<file path="src/rtl/hazard_unit_pkg.sv">
// Shared pipeline definitions: register indexing and bypass-select encodings.
package hazard_unit_pkg;

    localparam int REG_W = 5;

    typedef logic [REG_W-1:0] reg_idx_t;

    localparam reg_idx_t REG_ZERO = '0;

    // Bypass mux select driven into the E stage.
    typedef enum logic [1:0] {
        FWD_RF = 2'b00,
        FWD_W  = 2'b01,
        FWD_M  = 2'b10
    } fwd_sel_e;

    // A source register depends on a destination only when it is a real
    // register: $zero is hardwired and never carries a dependency.
    function automatic logic reg_match(reg_idx_t src, reg_idx_t dst);
        return (src != REG_ZERO) && (src == dst);
    endfunction

endpackage

</file>
<file path="src/rtl/hazard_unit_md_scoreboard.sv">
// HI/LO busy scoreboard: counts down the multi-cycle mult/div latency after
// an md op leaves E, and flags an md op issued while the unit is still busy.
module md_scoreboard #(
    parameter int MD_CYCLES = 32
) (
    input  logic clk,
    input  logic reset,
    input  logic mdstart,
    output logic mdbusy,
    output logic mderr
);

    localparam logic [7:0] MD_LOAD = 8'(MD_CYCLES);

    logic [7:0] mdcnt;

    // Busy countdown plus sticky misuse flag; a start while busy neither
    // reloads nor extends the countdown.
    // NOTE: sequential state uses non-blocking assignments so every register
    // samples pre-edge values regardless of statement order.
    always_ff @(posedge clk or posedge reset) begin
        if (reset) begin
            mdcnt <= 8'd0;
            mderr <= 1'b0;
        end else begin
            if (mdcnt == 8'd0) begin
                if (mdstart) begin
                    mdcnt <= MD_LOAD;
                end
            end else begin
                mdcnt <= mdcnt - 8'd1;
            end
            if (mdstart && (mdcnt != 8'd0)) begin
                mderr <= 1'b1;
            end
        end
    end

    // Busy comes only from the register so it never depends on inputs.
    assign mdbusy = (mdcnt != 8'd0);

endmodule

</file>
<file path="src/rtl/hazard_unit.sv">
// Pipeline hazard control for the 5-stage core: bypass selects, load-use,
// branch-compare and HI/LO stalls, flushes, and a stall-cycle counter.
module hazard_unit
    import hazard_unit_pkg::*;
#(
    parameter int MD_CYCLES = 32,
    parameter int CNT_W     = 16
) (
    input  logic             clk,
    input  logic             reset,
    input  logic [REG_W-1:0] rsD,
    input  logic [REG_W-1:0] rtD,
    input  logic [REG_W-1:0] rsE,
    input  logic [REG_W-1:0] rtE,
    input  logic [REG_W-1:0] writeregE,
    input  logic [REG_W-1:0] writeregM,
    input  logic [REG_W-1:0] writeregW,
    input  logic             regwriteE,
    input  logic             regwriteM,
    input  logic             regwriteW,
    input  logic             memtoregE,
    input  logic             memtoregM,
    input  logic             branchD,
    input  logic             pcsrcD,
    input  logic             jumpD,
    input  logic             hiloreadD,
    input  logic             mdstartD,
    input  logic             mdstartE,
    output logic             stallF,
    output logic             stallD,
    output logic             flushD,
    output logic             flushE,
    output logic             forwardAD,
    output logic             forwardBD,
    output logic [1:0]       forwardAE,
    output logic [1:0]       forwardBE,
    output logic             mdbusy,
    output logic             mderr,
    output logic [CNT_W-1:0] stallcnt
);

    fwd_sel_e fwd_ae;
    fwd_sel_e fwd_be;
    logic     lwstall;
    logic     branchstall;
    logic     mdstall;
    logic     stall;

    md_scoreboard #(
        .MD_CYCLES(MD_CYCLES)
    ) u_md_scoreboard (
        .clk    (clk),
        .reset  (reset),
        .mdstart(mdstartE),
        .mdbusy (mdbusy),
        .mderr  (mderr)
    );

    // E-stage bypass selects; the younger result in M wins over W.
    // NOTE: every always_comb output gets a default first so no path can
    // leave it unassigned and infer a latch.
    always_comb begin
        fwd_ae = FWD_RF;
        fwd_be = FWD_RF;
        if (regwriteM && reg_match(rsE, writeregM)) begin
            fwd_ae = FWD_M;
        end else if (regwriteW && reg_match(rsE, writeregW)) begin
            fwd_ae = FWD_W;
        end
        if (regwriteM && reg_match(rtE, writeregM)) begin
            fwd_be = FWD_M;
        end else if (regwriteW && reg_match(rtE, writeregW)) begin
            fwd_be = FWD_W;
        end
    end

    assign forwardAE = fwd_ae;
    assign forwardBE = fwd_be;

    // Branch compare in D can only bypass from M.
    assign forwardAD = regwriteM && reg_match(rsD, writeregM);
    assign forwardBD = regwriteM && reg_match(rtD, writeregM);

    // Stall sources: load result not ready for D, branch operand still in
    // flight, or HI/LO access while the multiplier is (about to be) busy.
    always_comb begin
        lwstall     = memtoregE && (reg_match(rsD, rtE) || reg_match(rtD, rtE));
        branchstall = branchD &&
                      ((regwriteE && (reg_match(rsD, writeregE) || reg_match(rtD, writeregE))) ||
                       (memtoregM && (reg_match(rsD, writeregM) || reg_match(rtD, writeregM))));
        mdstall     = (hiloreadD || mdstartD) && (mdbusy || mdstartE);
        stall       = lwstall || branchstall || mdstall;
    end

    // A stalled redirect must not squash the instruction being held in D.
    assign stallF = stall;
    assign stallD = stall;
    assign flushE = stall;
    assign flushD = (pcsrcD || jumpD) && !stall;

    // Saturating count of stalled cycles; sticks at all-ones.
    always_ff @(posedge clk or posedge reset) begin
        if (reset) begin
            stallcnt <= '0;
        end else if (stall && (stallcnt != '1)) begin
            stallcnt <= stallcnt + CNT_W'(1);
        end
    end

endmodule
</file>
<file path="config.mk">
export PLATFORM = sky130hd
export DESIGN_NAME = hazard_unit
export DESIGN_NICKNAME = d
export VERILOG_FILES = /design/src/rtl/hazard_unit_pkg.sv /design/src/rtl/hazard_unit_md_scoreboard.sv /design/src/rtl/hazard_unit.sv
export SDC_FILE = /design/constraint.sdc
export NUM_CORES = 1
export LEC_CHECK = 0
export ABC_AREA = 1
export CORE_MARGIN = 3
export CORE_UTILIZATION = 47
export CTS_BUF_LIST = sky130_fd_sc_hd__clkbuf_8 sky130_fd_sc_hd__clkbuf_16
export DETAILED_ROUTE_END_ITERATION = 8
export PLACE_DENSITY_LB_ADDON = 0.1
export SLEW_MARGIN = 20
export SYNTH_ARGS = -nofsm -noshare
export SYNTH_HDL_FRONTEND = slang
export SYNTH_SLANG_ARGS = --single-unit
export TNS_END_PERCENT = 50
</file>
<file path="constraint.sdc">
create_clock -name clk -period 2.6 [get_ports clk]
set_input_delay 0.39 -clock clk [delete_from_list [all_inputs] [get_ports clk]]
set_output_delay 0.39 -clock clk [all_outputs]
set_load 0.02 [all_outputs]
</file>
==> results_dict.tcl <==
set metrics [dict create \
    start_util_pct 50.7 \
    finalSetupTns_ns 0 \
    r2r_cells 14 \
    p_per_area_nw_per_um2 484 \
    h-tree-depth 1 \
    grt_use_total_pct 20.9 \
    synth_top_flop_cell "dfrtp_1" \
    r2r-end "stallcnt[14]$_DFFE_PP0P_" \
    areaGrowthSynthToFinish_pct 40.2 \
    slowest_stage "clkdlybuf4s50_1" \
    dp_slack_ns -0.233 \
    drc 0 \
    drv_slew 0 \
    root_buffer "clkbuf_8" \
    cts.reportedPaths.clkPinSlew_ns 0.09 \
    avgRoutedWirePerCell_um 12.0 \
    viasPerCell 4.90 \
    cp-end-kind "output pin" \
    grt-ovfl-total 0 \
    use_met2_pct 37.0 \
    min_path_type "input port to async pin" \
    async_flop_share_pct 100 \
    numCtsBuffers 3 \
    max_freq_ghz 0.397 \
    hpwl_mm 4.84 \
    fin_nets 476 \
    grt_antenna_before_repair 0 \
    stdcell_area_um2 3240 \
    dieArea_um2 5800 \
    core_um2 4560 \
    cp-start-kind "input port" \
    peakVddDrop_uv 339 \
    antenna_cells 0 \
    routed_wl_mm 5.88 \
    leakagePower_nw 1.64 \
    synth_fp_nets 389 \
    cp.arrival_ns 2.13 \
    post_dp_cell_area_um2 3210 \
    io_buffers 75 \
    io_pins 76 \
    hold_viol_final 0 \
    p_comb_share_pct 46.6 \
    detail_route.iter0.violations 177 \
    avgSynthCellArea_um2 6.82 \
    period_needed_ns 2.52 \
    outcome "finished, final reports clean" \
    synth_edf_count 0 \
    postSynthCellCount 339 \
    die_h_um 76.2 \
    die_w_um 76.2 \
    synth_area_um2 2310 \
    switchingPower_uw 619 \
    crit_top_cell "nand2_1" \
    use_met3_pct 3.90 \
    synth_warnings 0 \
    rsz0062_at_grt "yes" \
    drive_gt1_share_pct 9.65 \
    p_int_uw 950 \
    synth-seq-area-share_pct 27.0 \
    switching_share_pct 39.4 \
    critPathMaxFanout 5 \
    tritoncts "built" \
    hold_buffers 0 \
    path_cells "clkdlybuf4s50_1, inv_1, nand2_1, nand2_1, nor2_1, nand3_1, nand2_1, nand2_1, nand2_1, nand2_1, nand2_2, dlygate4sd2_1" \
    period_share_pct 96.9 \
    clock_latency_ns 0.28 \
    cts.sinks 25 \
    maxCapViolCount 0 \
    cts.path.max_buffers 2 \
    grt_first_pass_wirelength_mm 10.1 \
    place_congestion 0.921 \
    reg2reg_slack_ns 0.52 \
    use_met1_pct 25.3 \
    first_global_vias 2341 \
    path_class "input port to output pin" \
    first_pass_iters 4 \
    pwr-share-clk_pct 15.3 \
    nFillCells 403 \
    vias 2400 \
    yosysUniqueCellTypes 36 \
    ant_nets 0 \
    r2r-start "u_md_scoreboard.mdcnt[0]$_DFFE_PP0P_" \
    synth-seq-cells 25 \
    grt_max_degree 26 \
    fin_ws_ns 0.0805 \
    crit_path_max_incr_delay_ns 0.58 \
    gr-max-usage-layer "met2" \
    fin_worst_skew_ns 0.00544 \
    worstMarginPinSlew_ns 0.484 \
    p_seq_share_pct 38.1 \
    setup_viol 0 \
    slew_headroom_pct 67.5 \
    placementRows 24 \
    post_cts_buffers 0 \
    crit_required_ns 2.21 \
    fin_util_pct 71.1 \
]
==> power by group through the flow <==
stage	Sequential, mW	Combinational [mW]	Clock (mW)
after floorplan	0.630	0.434	0
after global placement	0.598	0.713	0
after detailed placement	0.605	0.738	0
after CTS	0.596	0.738	0.247
after global routing	0.615	0.819	0.264
final	0.598	0.732	0.239
==> layout by cell type, fill, tap and decap left out, drive strengths merged <==
| cell | n |
|---|---|
| nor4 | 5 |
| o21ai | 6 |
| ha | 2 |
| nand3 | 29 |
| dlymetal6s2s | 1 |
| nand4 | 4 |
| buf | 18 |
| dfrtp | 25 |
| o21a | 1 |
| dlygate4sd2 | 8 |
| o2111ai | 5 |
| or2 | 4 |
| inv | 48 |
| o22ai | 2 |
| o221ai | 1 |
| nor2 | 33 |
| a221oi | 2 |
| and3 | 1 |
| nor3 | 10 |
| clkdlybuf4s50 | 64 |
| a21oi | 3 |
| nand3b | 2 |
| xnor2 | 16 |
| nand2 | 99 |
| clkinvlp | 1 |
| clkbuf | 5 |
| o21bai | 1 |
| xor2 | 28 |
| a211o | 1 |
==> worst max path at each step <==
stage / start / endpoint / slack (ns)
2_1_floorplan: u_md_scoreboard.mdcnt[0]$_DFFE_PP0P_ / flushD / 0.36
3_3_place_gp: rsD[2] / flushD / -0.20
3_5_place_dp: rsD[2] / flushD / -0.23
4_1_cts: u_md_scoreboard.mdcnt[0]$_DFFE_PP0P_ / flushD / 0.008
5_1_grt: rtD[3] / stallF / -0.07
6_report: rsD[0] / stallF / 0.08
==> critical path, delay by kind of cell <==
kind,cells,cell delay (ns)
buffers and inverters,3,1.02
AND/OR/NAND/NOR,9,0.72
==> final cells by class <==
class,instances,area [um2],area share [%]
tap,65,81.3,2.51
sequential,25,626,19.3
timing repair buffer,93,868,26.8
clock buffer,3,41.3,1.27
multi-input combinational,255,1440,44.4
clock inverter,1,7.51,0.231
inverter,48,180,5.56
==> metal layers <==
layer	wire length, um	share of wire [%]	vias up
li1	-	-	1244
met1	2530	43	1065
met2	2880	49	84
met3	379	6.4	7
met4	96	1.6	0
met5	0	0	-
==> kinds of logic after synthesis <==
family / Yosys count / share of synthesized area, %
compound gates: 22 / 6.71
flops: 25 / 27.0
xor+xnor: 44 / 16.7
simple gates: 187 / 37.5
fa+ha+maj: 2 / 1.08
buf+inv: 59 / 11.0
==> state kept, by name, summed over array words and instances (netlist names) <==
signal and count:
stallcnt 16, u_md_scoreboard.mdcnt 8, u_md_scoreboard.mderr 1
==> stage by stage <==
| stage | hold WS, ns | power [mW] | cells |
|---|---|---|---|
| floorplan | 0.417 | 1.06 | 339 |
| global placement | 0.469 | 1.31 | 486 |
| detailed placement | 0.463 | 1.34 | 486 |
| CTS | 0.464 | 1.58 | 490 |
| global route | 0.493 | 1.70 | 490 |
| finish | 0.452 | 1.57 | 490 |
==> cell usage after synthesis (2+ instances only) <==
cell,number,area (um2)
a21oi_1,2,10.0
a221oi_1,2,17.5
buf_2,4,20.0
buf_4,3,22.5
buf_6,2,22.5
clkbuf_2,2,10.0
dfrtp_1,25,626
ha_1,2,25.0
inv_1,46,173
inv_2,2,7.51
nand2_1,94,353
nand2_2,4,25.0
nand3_1,29,145
nand3b_1,2,15.0
nand4_1,3,18.8
nor2_1,31,116
nor3_1,10,50.1
nor4_1,4,25.0
o2111ai_1,5,43.8
o21ai_0,6,30.0
o22ai_1,2,12.5
or2_2,3,18.8
xnor2_1,16,140
xor2_1,28,245
==> what timing repair did <==
action	4_1_cts	5_1_grt
resized for setup	11	6
endpoints found under the setup margin	10	6
pin swaps	0	0
hold endpoints to repair	0	0
Power figures use the tool's default switching activity.
